**src/rtl/recon_check.sv**
```systemverilog
// recon_check: captures the network input X and the nine sigmoid outputs
// Y_0..Y_8 on a start pulse. It then scans them one per clock and produces:
//   - a thresholded reconstruction,
//   - the Hamming error against X,
//   - the argmax index and value.
// The result is returned through a valid/ready handshake.
//
// Optional feature: define RECON_ABS_ERR_EN to accumulate sum |Y_i - target_i|
// into err_sum. Without it, err_sum is tied to zero.
//
// Handshake: out_valid is high for the whole DONE state. All result outputs
// hold stable while out_valid=1 && out_ready=0. The result is consumed on the
// rising edge where out_valid && out_ready.

module recon_check #(
    parameter logic signed [19:0] THRESH = 20'sh08000
`ifdef RECON_ABS_ERR_EN
  , parameter logic signed [19:0] ONE_VAL = 20'sh10000
`endif
) (
    input  logic        clk,
    input  logic        rst_n,
    input  logic        start,
    input  logic [8:0]  X,
    input  logic [19:0] Y_0,
    input  logic [19:0] Y_1,
    input  logic [19:0] Y_2,
    input  logic [19:0] Y_3,
    input  logic [19:0] Y_4,
    input  logic [19:0] Y_5,
    input  logic [19:0] Y_6,
    input  logic [19:0] Y_7,
    input  logic [19:0] Y_8,
    output logic        busy,
    output logic        out_valid,
    input  logic        out_ready,
    output logic [8:0]  recon,
    output logic [3:0]  err_cnt,
    output logic [3:0]  max_idx,
    output logic [19:0] max_val,
    output logic [23:0] err_sum
);

    typedef enum logic [1:0] {
        S_IDLE = 2'd0,
        S_SCAN = 2'd1,
        S_DONE = 2'd2
    } state_e;

    state_e           state_q, state_d;
    logic [3:0]       idx_q, idx_d;
    logic [8:0]       xcap_q, xcap_d;
    logic [8:0][19:0] ycap_q, ycap_d;

    // Working accumulators, valid only while scanning.
    logic [8:0]       wrec_q, wrec_d;
    logic [3:0]       werr_q, werr_d;
    logic [3:0]       wmidx_q, wmidx_d;
    logic [19:0]      wmval_q, wmval_d;

    // Output registers, loaded only on the SCAN->DONE edge.
    logic [8:0]       recon_q, recon_d;
    logic [3:0]       err_cnt_q, err_cnt_d;
    logic [3:0]       max_idx_q, max_idx_d;
    logic [19:0]      max_val_q, max_val_d;

    // Per-element terms for the element currently addressed by idx_q.
    logic [19:0]      y_cur;
    logic [3:0]       pos;
    logic             x_bit;
    logic             y_bit;
    logic             new_max;

`ifdef RECON_ABS_ERR_EN
    logic [23:0]        wsum_q, wsum_d;
    logic [23:0]        sum_q, sum_d;
    logic signed [20:0] diff;
    logic [20:0]        diff_abs;
`endif

    // Select the current element, then derive its threshold bit, its X pair
    // and whether it becomes the new maximum.
    always_comb begin
        y_cur = '0;
        case (idx_q)
            4'd0:    y_cur = ycap_q[0];
            4'd1:    y_cur = ycap_q[1];
            4'd2:    y_cur = ycap_q[2];
            4'd3:    y_cur = ycap_q[3];
            4'd4:    y_cur = ycap_q[4];
            4'd5:    y_cur = ycap_q[5];
            4'd6:    y_cur = ycap_q[6];
            4'd7:    y_cur = ycap_q[7];
            4'd8:    y_cur = ycap_q[8];
            default: y_cur = '0;
        endcase
        // Y_i pairs with X[8-i]; recon uses the same bit ordering.
        pos     = 4'd8 - idx_q;
        x_bit   = xcap_q[pos];
        y_bit   = ($signed(y_cur) >= THRESH);
        // Strict compare keeps the lowest index on ties.
        new_max = (idx_q == 4'd0) || ($signed(y_cur) > $signed(wmval_q));
    end

`ifdef RECON_ABS_ERR_EN
    // Absolute error against the 0/ONE_VAL target.
    // 21 bits so the subtraction cannot wrap.
    always_comb begin
        diff     = $signed({y_cur[19], y_cur})
                 - (x_bit ? $signed({ONE_VAL[19], ONE_VAL}) : 21'sd0);
        diff_abs = diff[20] ? $unsigned(-diff) : $unsigned(diff);
    end
`endif

    // Next-state and datapath updates for capture, scan and result hand-off.
    always_comb begin
        state_d   = state_q;
        idx_d     = idx_q;
        xcap_d    = xcap_q;
        ycap_d    = ycap_q;
        wrec_d    = wrec_q;
        werr_d    = werr_q;
        wmidx_d   = wmidx_q;
        wmval_d   = wmval_q;
        recon_d   = recon_q;
        err_cnt_d = err_cnt_q;
        max_idx_d = max_idx_q;
        max_val_d = max_val_q;
`ifdef RECON_ABS_ERR_EN
        wsum_d    = wsum_q;
        sum_d     = sum_q;
`endif
        case (state_q)
            S_IDLE: begin
                if (start) begin
                    xcap_d  = X;
                    ycap_d  = {Y_8, Y_7, Y_6, Y_5, Y_4, Y_3, Y_2, Y_1, Y_0};
                    wrec_d  = '0;
                    werr_d  = '0;
                    wmidx_d = '0;
                    wmval_d = '0;
`ifdef RECON_ABS_ERR_EN
                    wsum_d  = '0;
`endif
                    idx_d   = '0;
                    state_d = S_SCAN;
                end
            end
            S_SCAN: begin
                wrec_d[pos] = y_bit;
                werr_d      = werr_q + {3'b000, y_bit ^ x_bit};
                if (new_max) begin
                    wmidx_d = idx_q;
                    wmval_d = y_cur;
                end
`ifdef RECON_ABS_ERR_EN
                wsum_d = wsum_q + {3'b000, diff_abs};
`endif
                idx_d = idx_q + 4'd1;
                // The last element is folded in on the same edge that publishes the result.
                if (idx_q == 4'd8) begin
                    recon_d   = wrec_d;
                    err_cnt_d = werr_d;
                    max_idx_d = wmidx_d;
                    max_val_d = wmval_d;
`ifdef RECON_ABS_ERR_EN
                    sum_d     = wsum_d;
`endif
                    idx_d     = '0;
                    state_d   = S_DONE;
                end
            end
            S_DONE: begin
                // A start on this edge is ignored because the FSM is not yet in IDLE.
                if (out_ready) begin
                    state_d = S_IDLE;
                end
            end
            default: state_d = S_IDLE;
        endcase
    end

    // State and datapath registers; reset discards any partial result.
    always_ff @(posedge clk or negedge rst_n) begin
        if (!rst_n) begin
            state_q   <= S_IDLE;
            idx_q     <= '0;
            xcap_q    <= '0;
            ycap_q    <= '0;
            wrec_q    <= '0;
            werr_q    <= '0;
            wmidx_q   <= '0;
            wmval_q   <= '0;
            recon_q   <= '0;
            err_cnt_q <= '0;
            max_idx_q <= '0;
            max_val_q <= '0;
        end else begin
            state_q   <= state_d;
            idx_q     <= idx_d;
            xcap_q    <= xcap_d;
            ycap_q    <= ycap_d;
            wrec_q    <= wrec_d;
            werr_q    <= werr_d;
            wmidx_q   <= wmidx_d;
            wmval_q   <= wmval_d;
            recon_q   <= recon_d;
            err_cnt_q <= err_cnt_d;
            max_idx_q <= max_idx_d;
            max_val_q <= max_val_d;
        end
    end

`ifdef RECON_ABS_ERR_EN
    // Absolute-error accumulator and its published copy.
    always_ff @(posedge clk or negedge rst_n) begin
        if (!rst_n) begin
            wsum_q <= '0;
            sum_q  <= '0;
        end else begin
            wsum_q <= wsum_d;
            sum_q  <= sum_d;
        end
    end
    assign err_sum = sum_q;
`else
    assign err_sum = '0;
`endif

    assign busy      = (state_q != S_IDLE);
    assign out_valid = (state_q == S_DONE);
    assign recon     = recon_q;
    assign err_cnt   = err_cnt_q;
    assign max_idx   = max_idx_q;
    assign max_val   = max_val_q;

endmodule
```
**config.mk**
```make
export PLATFORM = sky130hd
export DESIGN_NAME = recon_check
export DESIGN_NICKNAME = d
export VERILOG_FILES = /design/src/rtl/recon_check.sv
export SDC_FILE = /design/constraint.sdc
export NUM_CORES = 1
export LEC_CHECK = 0
export ABC_AREA = 1
export CAP_MARGIN = 20
export CELL_PAD_IN_SITES_DETAIL_PLACEMENT = 2
export CELL_PAD_IN_SITES_GLOBAL_PLACEMENT = 2
export CORE_ASPECT_RATIO = 0.75
export CORE_UTILIZATION = 30
export DETAILED_ROUTE_END_ITERATION = 6
export MAX_ROUTING_LAYER = met4
export PLACE_DENSITY = 0.89
export SYNTH_ARGS = -nofsm -noshare
export SYNTH_HDL_FRONTEND = slang
export SYNTH_SLANG_ARGS = --single-unit
```
**constraint.sdc**
```tcl
create_clock -name clk -period 3.7 [get_ports clk]
set_input_delay 0.74 -clock clk [delete_from_list [all_inputs] [get_ports clk]]
set_output_delay 0.74 -clock clk [all_outputs]
set_load 0.05 [all_outputs]
```
After elaboration in Yosys (flattened, before gate mapping)

Cells that the tools add are included.

Register bits: 269
Input port bits: 193
Logic and storage cells: 72

Add/sub/neg operators: 3
Magnitude comparators: 4
Equality and inequality tests: 13
Mux-type cells: 21
Bitwise logic cells: 1
Reductions and logical operators: 10

Operators with widths:

| cell                                                  | number |
|---|---|
| one-hot mux 20 bit (9 select lines)                   | 1 |
| two-way mux 20 bit                                    | 2 |
| one-hot mux 20 bit (2 select lines)                   | 1 |
| one-hot mux 4 bit (2 select lines)                    | 3 |
| >= comparator 20 x 17 -> 1 bit, second input constant | 1 |
| > comparator 20 bit                                   | 1 |
| one-hot mux 9 bit (2 select lines)                    | 1 |
| equality test 4 x 3 -> 1 bit, second input constant   | 4 |
| two-way mux 4 bit                                     | 3 |
| bitwise mux 9 bit                                     | 1 |
| two-way mux 9 bit                                     | 1 |
| equality test 4 x 2 -> 1 bit, second input constant   | 2 |
| two-way mux 2 bit                                     | 3 |
| one-hot mux 2 bit (3 select lines)                    | 1 |
| AND reduction 2 bit                                   | 3 |
| < comparator 4 x 5 -> 1 bit, second input constant    | 1 |
| adder 4 x 1 -> 4 bit                                  | 1 |
| adder 4 x 1 -> 4 bit, second input constant           | 1 |
| binary-select mux 1 bit (select 4 bit)                | 1 |
| demux 1 bit (select 4 bit)                            | 1 |
| equality test 4 x 1 -> 1 bit, second input constant   | 1 |
| equality test 4 bit, second input constant            | 1 |
| >= comparator 4 x 1 -> 1 bit, second input constant   | 1 |
| logical NOT 4 bit                                     | 1 |
| 12 further kinds                                      | 15 |

Logic depth before layout (Yosys ltp)

Depth in word-level cells: 7
Mapped depth: 27
Gate-level depth less buffers: 25

Worst setup path before layout

Ideal clock, no wire load.

Path kind: register to register
Start point: register idx_q[0]
End point: register wmval_q[5]
Arrival: 3.102 ns
Data required time: 3.582 ns
Path slack: 0.480 ns
Cell stages (with the launch flop): 24
Path buffers: 3
Clock period less this slack: 3.220 ns
Cells stage by stage: dfrtp_1 buf_2 inv_1 ha_1 inv_1 nor2_2 buf_6 nand2_1 nand4_1 nor4_4 inv_1 ha_1 nand2_1 nor2_1 nand2_1 nor2_1 nand2_1 nand4_1 nand3_4 nand2_4 buf_6 nand2_1 nand3_1 nand2_1

Word-level cells in the longest chain between the ends: 6
Elaborated cells on any way between the ends: 14
Those cells by class: order compare (1); eq/ne (8); mux (3); reduce/logical (2)

Ends and longest elaborated chain:

| what                                        | line | source |
|---|---|---|
| start: declaration                          | 51   | `logic [3:0] idx_q, idx_d;` |
| start signal: assignment                    | 200  | `idx_q <= idx_d;` |
| equality test 4 bit (tied with other cells) | 85   | `case (idx_q)` |
| one-hot mux 20 bit (9 select lines)         | 85   |  |
| > comparator 20 bit                         | 102  | `new_max = (idx_q == 4'd0) \|\| ($signed(y_cur) > $signed(wmval_q));` |
| logical OR 1 bit                            | 102  |  |
| two-way mux 20 bit (*)                      | 152  | `if (new_max) begin` |
| one-hot mux 20 bit (2 select lines) (*)     | 133  | `case (state_q)` |
| end signal: assignment                      | 206  | `wmval_q <= wmval_d;` |
| end: declaration                            | 59   | `logic [19:0] wmval_q, wmval_d;` |

Mark *: on every way between the ends. The rest lies on a longest branch, timed or not.
A chain may end at the register's enable or synchronous reset.

Worst setup path after layout

Start point: register idx_q[1]
End point: register wmidx_q[1]

Word-level cells in the longest chain between the ends: 6
Elaborated cells on any way between the ends: 14
Those cells by class: order compare (1); eq/ne (8); mux (3); reduce/logical (2)

Ends and longest elaborated chain:

| what                                        | line | source |
|---|---|---|
| equality test 4 bit (tied with other cells) | 85   |  |
| one-hot mux 20 bit (9 select lines)         | 85   |  |
| > comparator 20 bit                         | 102  |  |
| logical OR 1 bit                            | 102  |  |
| two-way mux 4 bit (*)                       | 152  |  |
| one-hot mux 4 bit (2 select lines) (*)      | 133  |  |
| end signal: assignment                      | 205  | `wmidx_q <= wmidx_d;` |
| end: declaration                            | 58   | `logic [3:0] wmidx_q, wmidx_d;` |

Marks and branches as above.

==> load_flow_metrics.sql <==
INSERT INTO impl_metrics (metric_group, metric, value, unit) VALUES
('run_status', 'run_status', 'finished, violations left', ''),
('run_status', 'violations', 'setup timing', ''),
('grt', 'grt_max_degree', '93', ''),
('yosys', 'synthCells', '1656', ''),
('routing', 'dr_total_vias', '12360', ''),
('yosys', 'synth.ff_latch_count', '269', ''),
('floorplanning', 'top_level_ports', '256', ''),
('placed_design', 'place.port_buffers', '231', ''),
('clock_network', 'tritoncts', 'built', ''),
('yosys', 'dominant_combinational_cell_family_by_area_after_synthesis', 'simple AND/OR/NAND/NOR gates', ''),
('critical_path', 'crit_path_max_fanout', '7', ''),
('yosys', 'synth_top_cells_by_area', 'sky130_fd_sc_hd__dfrtp_1 (52%), sky130_fd_sc_hd__nand2_1 (19%), sky130_fd_sc_hd__inv_1 (5.0%)', ''),
('yosys', 'synth_warnings', '0', ''),
('critical_path', 'end_kind', 'register', ''),
('sta', 'layout_worst_path_cycle_share', '101.6', '%'),
('yosys', 'synth_xor_xnor_area_share', '0.3359', '%'),
('floorplanning', 'fp-row-count', '65', ''),
('yosys', 'synth_enable_flop_cells', '0', ''),
('sta', 'fin_skew', '0.01139', 'ns'),
('placed_design', 'dpl.hpwl', '39400', 'um'),
('routing', 'ant_nets', '0', ''),
('yosys', 'synth_top_area_share', '51.63', '%'),
('yosys', 'synth_area_in_adders', '2.687', '%'),
('sta', 'tightestPinTransition', '0.7562', 'ns'),
('yosys', 'yosysSeqAreaShare', '51.63', '%'),
('clock_network', 'htree_num_levels', '1', ''),
('grt', 'first_pass_grt_wire_length', '84150', 'um'),
('floorplanning', 'die_w', '242.7', 'um'),
('yosys', 'synth.cells.most_frequent', 'sky130_fd_sc_hd__nand2_1 (674), sky130_fd_sc_hd__dfrtp_1 (269), sky130_fd_sc_hd__inv_1 (175)', ''),
('grt', 'antenna_found_initial', '0', ''),
('grt', 'grt_util_all_layers', '25.41', '%'),
('layout', 'antenna-diode-count', '0', ''),
('critical_path', 'timing.setup.critical_path_class', 'reg -> reg', ''),
('critical_path', 'reg2reg_setup_slack', '-0.06', 'ns'),
('critical_path', 'timing.critical_path.required', '4.15', 'ns'),
('sta', 'tns', '-0.1615', 'ns'),
('sta', 'finalHoldWorstSlack', '0.1228', 'ns'),
('min_path', 'hold_class', 'in -> async', ''),
('yosys', 'synth_simple_gate_area_share', '28.20', '%'),
('critical_path', 'worstPathArrival', '4.21', 'ns'),
('yosys', 'mappedNetlistArea', '13040', 'um2'),
('clock_network', 'cts_root_buffer', 'sky130_fd_sc_hd__clkbuf_16', ''),
('sta', 'report.final.hold_viol_count', '0', ''),
('grt', 'gr-total-overflow', '0', ''),
('clock_network', 'clock_latency_on_the_worst_skew_pair', '0.58', 'ns'),
('layout', 'relative_area_change_from_synthesis_to_final_layout', '36.29', '%'),
('sta', 'finalMaxSlewViolations', '0', ''),
('clock_network', 'cts_inserted_buffers', '29', ''),
('sta', 'grt_setup_unrepaired', 'yes', ''),
('layout', 'drive_above_1_share', '11.94', '%'),
('yosys', 'area_leader_netlist', 'sky130_fd_sc_hd__dfrtp_1', ''),
('floorplanning', 'core_area', '42450', 'um2'),
('clock_network', 'cts.path.max_buffers', '3', ''),
('critical_path', 'critPathLaunchType', 'register', ''),
('yosys', 'synth_most_common_cell', 'sky130_fd_sc_hd__nand2_1', ''),
('yosys', 'yosys.cell_types.count', '40', ''),
('power', 'power.ir.vdd_worst', '0.5995', 'mV'),
('yosys', 'synth.mux.area_fraction', '0', '%'),
('floorplanning', 'die_height', '182.5', 'um'),
('routing', 'detailed_route_drc_error_count', '0', ''),
('routing', 'via_per_inst', '4.956', ''),
('yosys', 'synth_top_flop_cell', 'sky130_fd_sc_hd__dfrtp_1', ''),
('routing', 'number_of_drc_violations_after_detailed_routing_iteration_0', '767', ''),
('sta', 'final.min_clock_period', '3.758', 'ns'),
('power', 'power_per_cell_area', '1118', 'nW/um2'),
('sta', 'setup_viol', '5', ''),
('sta', 'setup_slack', '-0.05778', 'ns'),
('layout', 'num-nets-final', '2128', ''),
('floorplanning', 'die_ar', '44300', 'um2'),
('routing', 'drt_pre_antenna_iters', '5', ''),
('sta', 'max_clock_freq', '266.1', 'MHz');
==> metal layers <==
metal | share of wire [%] | vias to the layer above | GRT usage, % | wire length [um]
li1 | - | 5613 | - | -
met1 | 43 | 6342 | 31.65 | 24250
met2 | 50 | 300 | 43.13 | 28040
met3 | 3.7 | 109 | 3.147 | 2093
met4 | 3.5 | 0 | 7.824 | 1977
met5 | 0 | - | - | 0
==> placed cells by master, fill, tap and decap left out, types with 5 or more instances in the layout <==
master and instances:
sky130_fd_sc_hd__inv_1 168, sky130_fd_sc_hd__nor2_2 6, sky130_fd_sc_hd__nand3_1 91, sky130_fd_sc_hd__conb_1 24, sky130_fd_sc_hd__nand4_1 11, sky130_fd_sc_hd__buf_12 11
sky130_fd_sc_hd__clkdlybuf4s50_1 230, sky130_fd_sc_hd__o22ai_2 8, sky130_fd_sc_hd__clkinv_2 5, sky130_fd_sc_hd__bufinv_16 5, sky130_fd_sc_hd__dfrtp_1 265, sky130_fd_sc_hd__a21oi_2 5
sky130_fd_sc_hd__o21ai_1 7, sky130_fd_sc_hd__buf_4 50, sky130_fd_sc_hd__ha_4 8, sky130_fd_sc_hd__nor3_2 5, sky130_fd_sc_hd__ha_1 18, sky130_fd_sc_hd__o22ai_1 19
sky130_fd_sc_hd__nor2_1 45, sky130_fd_sc_hd__inv_2 5, sky130_fd_sc_hd__nand2_2 19, sky130_fd_sc_hd__clkbuf_16 31, sky130_fd_sc_hd__or2_2 10, sky130_fd_sc_hd__o21ai_0 113
sky130_fd_sc_hd__a21oi_1 16, sky130_fd_sc_hd__nand2_1 664, sky130_fd_sc_hd__nand3_2 7, sky130_fd_sc_hd__buf_6 5
==> final timing paths <==
kind	from	to
max	idx_q[1]	wmidx_q[1]
min	rst_n	recon[5]
max reg2reg	idx_q[1]	wmidx_q[1]
min reg2reg	xcap_q[6]	xcap_q[6]
max in group asynchronous	rst_n	wmval_q[10]
min in group clk	xcap_q[6]	xcap_q[6]
==> stage by stage <==
step           util, %  instances  total power, W  worst slack (ns)  area (um2)
2_1_floorplan        -       1679         0.01112            0.4797       13120
3_3_place_gp     37.97       2426         0.01418           -0.1033       16120
3_5_place_dp     37.97       2426         0.01502           -0.4758       16120
4_1_cts          40.70       2480         0.01858          0.002209       17280
5_1_grt          41.85       2495         0.02111           -0.1510       17770
6_report         41.85       2495         0.01987          -0.05778       17770
==> repair_timing <==
action                                  4_1_cts  5_1_grt
endpoints found under the setup margin       48       48
resized for setup                            37       73
pin swaps                                     6       24
cloned                                        0        2
buffers inserted                              4       13
hold buffers                                  0        0
==> critical path, stage by stage (launching register included) <==
cell	delay (ns)
sky130_fd_sc_hd__dfrtp_2	0.48
sky130_fd_sc_hd__clkinv_4	0.13
sky130_fd_sc_hd__ha_4	0.21
sky130_fd_sc_hd__nand3_4	0.12
sky130_fd_sc_hd__inv_4	0.08
sky130_fd_sc_hd__nand2_1	0.07
sky130_fd_sc_hd__o21ai_0	0.20
sky130_fd_sc_hd__nor4_1	0.31
sky130_fd_sc_hd__buf_4	0.16
sky130_fd_sc_hd__inv_1	0.04
sky130_fd_sc_hd__ha_1	0.30
sky130_fd_sc_hd__inv_1	0.10
sky130_fd_sc_hd__nor2_1	0.06
sky130_fd_sc_hd__o21ai_0	0.24
sky130_fd_sc_hd__nand2_1	0.11
sky130_fd_sc_hd__nand2_1	0.11
sky130_fd_sc_hd__nand3_2	0.09
sky130_fd_sc_hd__nand2_2	0.11
sky130_fd_sc_hd__nand3_4	0.15
sky130_fd_sc_hd__nand2_8	0.14
sky130_fd_sc_hd__buf_12	0.13
sky130_fd_sc_hd__nand2_2	0.07
sky130_fd_sc_hd__nand3_1	0.14
sky130_fd_sc_hd__nand2_1	0.08
==> power breakdown <==
| group | internal (W) | switching [W] |
|---|---|---|
| logic | 0.00410 | 0.00742 |
| clock network | 0.00186 | 0.00130 |
| registers | 0.00437 | 0.000818 |
==> state kept, by name, summed over array words and instances, names as in the netlist, 9 cells and up <==
| signal | cells |
|---|---|
| max_val | 20 |
| ycap_q | 180 |
| wmval_q | 20 |
| xcap_q | 9 |
| wrec_q | 9 |
| recon | 9 |
==> logic make-up after synthesis <==
group                    count (synthesis)
flip-flops                             269
buffers and inverters                  284
AO/OA/AOI/OAI                          182
XOR/XNOR                                 5
other                                    1
AND/OR/NAND/NOR                        887
adder cells (fa/ha/maj)                 28
==> final cells by class <==
| class | instances | area (um2) |
|---|---|---|
| Fill cell | 4767 | 24680 |
| Sequential cell | 269 | 6736 |
| Multi-Input combinational cell | 1126 | 5564 |
| Timing Repair Buffer | 301 | 3049 |
| Clock buffer | 36 | 792.0 |
| Tap cell | 569 | 711.9 |
| Inverter | 180 | 705.7 |
| Clock inverter | 14 | 209.0 |
Power figures use the tool's default switching activity.
==> variant (same settings) <==
`wmval_q` and `max_val_q` no longer have a reset.
--- a/src/rtl/recon_check.sv
+++ b/src/rtl/recon_check.sv
@@ -192,3 +192,2 @@
             wmidx_q   <= '0;
-            wmval_q   <= '0;
             recon_q   <= '0;
@@ -196,3 +195,2 @@
             max_idx_q <= '0;
-            max_val_q <= '0;
         end else begin
@@ -205,3 +203,2 @@
             wmidx_q   <= wmidx_d;
-            wmval_q   <= wmval_d;
             recon_q   <= recon_d;
@@ -209,4 +206,8 @@
             max_idx_q <= max_idx_d;
-            max_val_q <= max_val_d;
         end
+    end
+
+    always_ff @(posedge clk) begin
+        wmval_q   <= wmval_d;
+        max_val_q <= max_val_d;
     end
Check against the original RTL: same outputs for any inputs over 4 cycles, from zero or initial values and one cycle with rst_n low; that may be too few to reach the edited logic, so the function may still have changed.
==> variant against the unedited design <==
The run still ends with setup timing left; sequential cell count did not move; clock skew rose by 23 ps; final area rose by 5.7%; core utilization rose by 2.7 points; worst hold slack improved by 33 ps; worst setup slack got worse by 290 ps; via count fell by 5.4%; global-route usage fell by 0.57 points; area after synthesis fell by 1.6%; wire length rose by 7.1%.
Power is not shown: default switching activity piles up to over one toggle a cycle in this logic, so the estimate is an artifact.
==> variant: results (changes against the unedited design) <==
route:
  drt_iter0_drc: 770  # +0.39%
  totalWireLength_um: 60400  # +7.1%
placement:
  place_area_mm2: 0.0161  # -0.19%
  gp_congestion: 0.836  # -0.39%
  dp_cells: 2217  # -8.6%
  pre_cts_slack_ps: -475  # +1.13 ps
  dp_hpwl_um: 36700  # -6.9%
layout:
  seqCellArea_mm2: 0.00694  # +3.0%
  fin_nets: 1960  # -7.9%
  finalNonFillerCells: 2333  # -6.5%
  fillers: 4473  # -6.2%
global_routing:
  grt_first_pass_wirelength_um: 79000  # -6.1%
  grt_usage_pct: 24.8  # -0.57 points
  grt_pass1_vias: 12800  # -8.3%
  grt_max_degree: 94  # +1.1%
  antenna_found_initial: 2  # +2
synthesis:
  synth_area_leaders: "dfrtp_1 (45%), edfxtp_1 (9.4%), mux2_2 (6.7%)"
  netlist_top_cells_count: "dfrtp_1 (229), inv_1 (212), nand2_1 (207)"
  synth.distinct_cells: 41  # +2.5%
  synth_area_per_cell_um2: 9.11  # +16%
  muxShareOfSynthArea_pct: 6.67  # +6.7 points
  synth_top_area_share_pct: 44.7  # -6.9 points
  synth_xor_xnor_area_share_pct: 0.410  # +0.074 points
  yosysSeqAreaShare_pct: 54.1  # +2.4 points
  synth_edf_count: 40  # +40
  synth_fa_ha_area_share_pct: 2.73  # +0.045 points
sta:
  setup_viol: 48  # +43
  tightest_slew_ps: 984  # +227 ps
  worst_clock_skew_ps: 34.1  # +22.7 ps
  fin_ws_ps: -343  # -286 ps
worst_setup_path:
  critPathArrivalTime_ps: 4320  # +110 ps
  critPathMaxFanout: 8  # +1
clock_tree:
  worstSkewPairLatency_ps: 600  # +20 ps
  numCtsBuffers: 30  # +3.4%
run_status:
  status: "finished with violations"
  failed_checks: "setup timing"
variant: cell types whose count changed after synthesis, moves of 41 or more:
cell | before | now
nand2_1 | 674 | 207
a21oi_1 | 22 | 150
nor2_1 | 52 | 177
o21ai_0 | 121 | 17
mux2_2 | 0 | 76
nand3_1 | 96 | 55
variant: layer usage:
layer	share of wire [%]	vias up	track usage, %
met2	52	313	42.3
met3	3.9	118	3.33
met5	0	-	-
met1	41	6127	30.9
li1	-	5138	-
met4	3.4	0	6.35
variant: timing repair:
item,4_1_cts,5_1_grt
cloned,4,5
gates resized for setup,57,195
endpoints found under the setup margin,48,48
pin swaps,10,66
endpoints found under the hold margin,0,0
hold buffers,0,0
buffers inserted,14,39
variant: cell families after synthesis:
| family | Yosys count |
|---|---|
| other | 1 |
| AND/OR/NAND/NOR | 502 |
| adder cells (fa/ha/maj) | 28 |
| flip-flops | 269 |
| multiplexers | 76 |
| AO/OA/AOI/OAI | 223 |
| XOR/XNOR | 6 |
| buffers and inverters | 303 |
variant: final cells by class:
| type | instances | share of cell area [%] |
|---|---|---|
| multi-input cells | 859 | 30.0 |
| clock inverters | 9 | 0.526 |
| well taps | 569 | 3.79 |
| inverters | 220 | 4.56 |
| repair inverters | 1 | 0.0400 |
| repair buffers | 358 | 19.4 |
| diodes | 2 | 0.0267 |
| flip-flops and latches | 269 | 36.9 |
| clock buffers | 46 | 4.75 |
variant: metrics by stage:
step	setup TNS, ps	hold WS [ps]
detailed placement	-19830	466
global placement	-7190	454
global route	-15810	196
floorplan	0	442
finish	-12160	156
CTS	-4.66	204
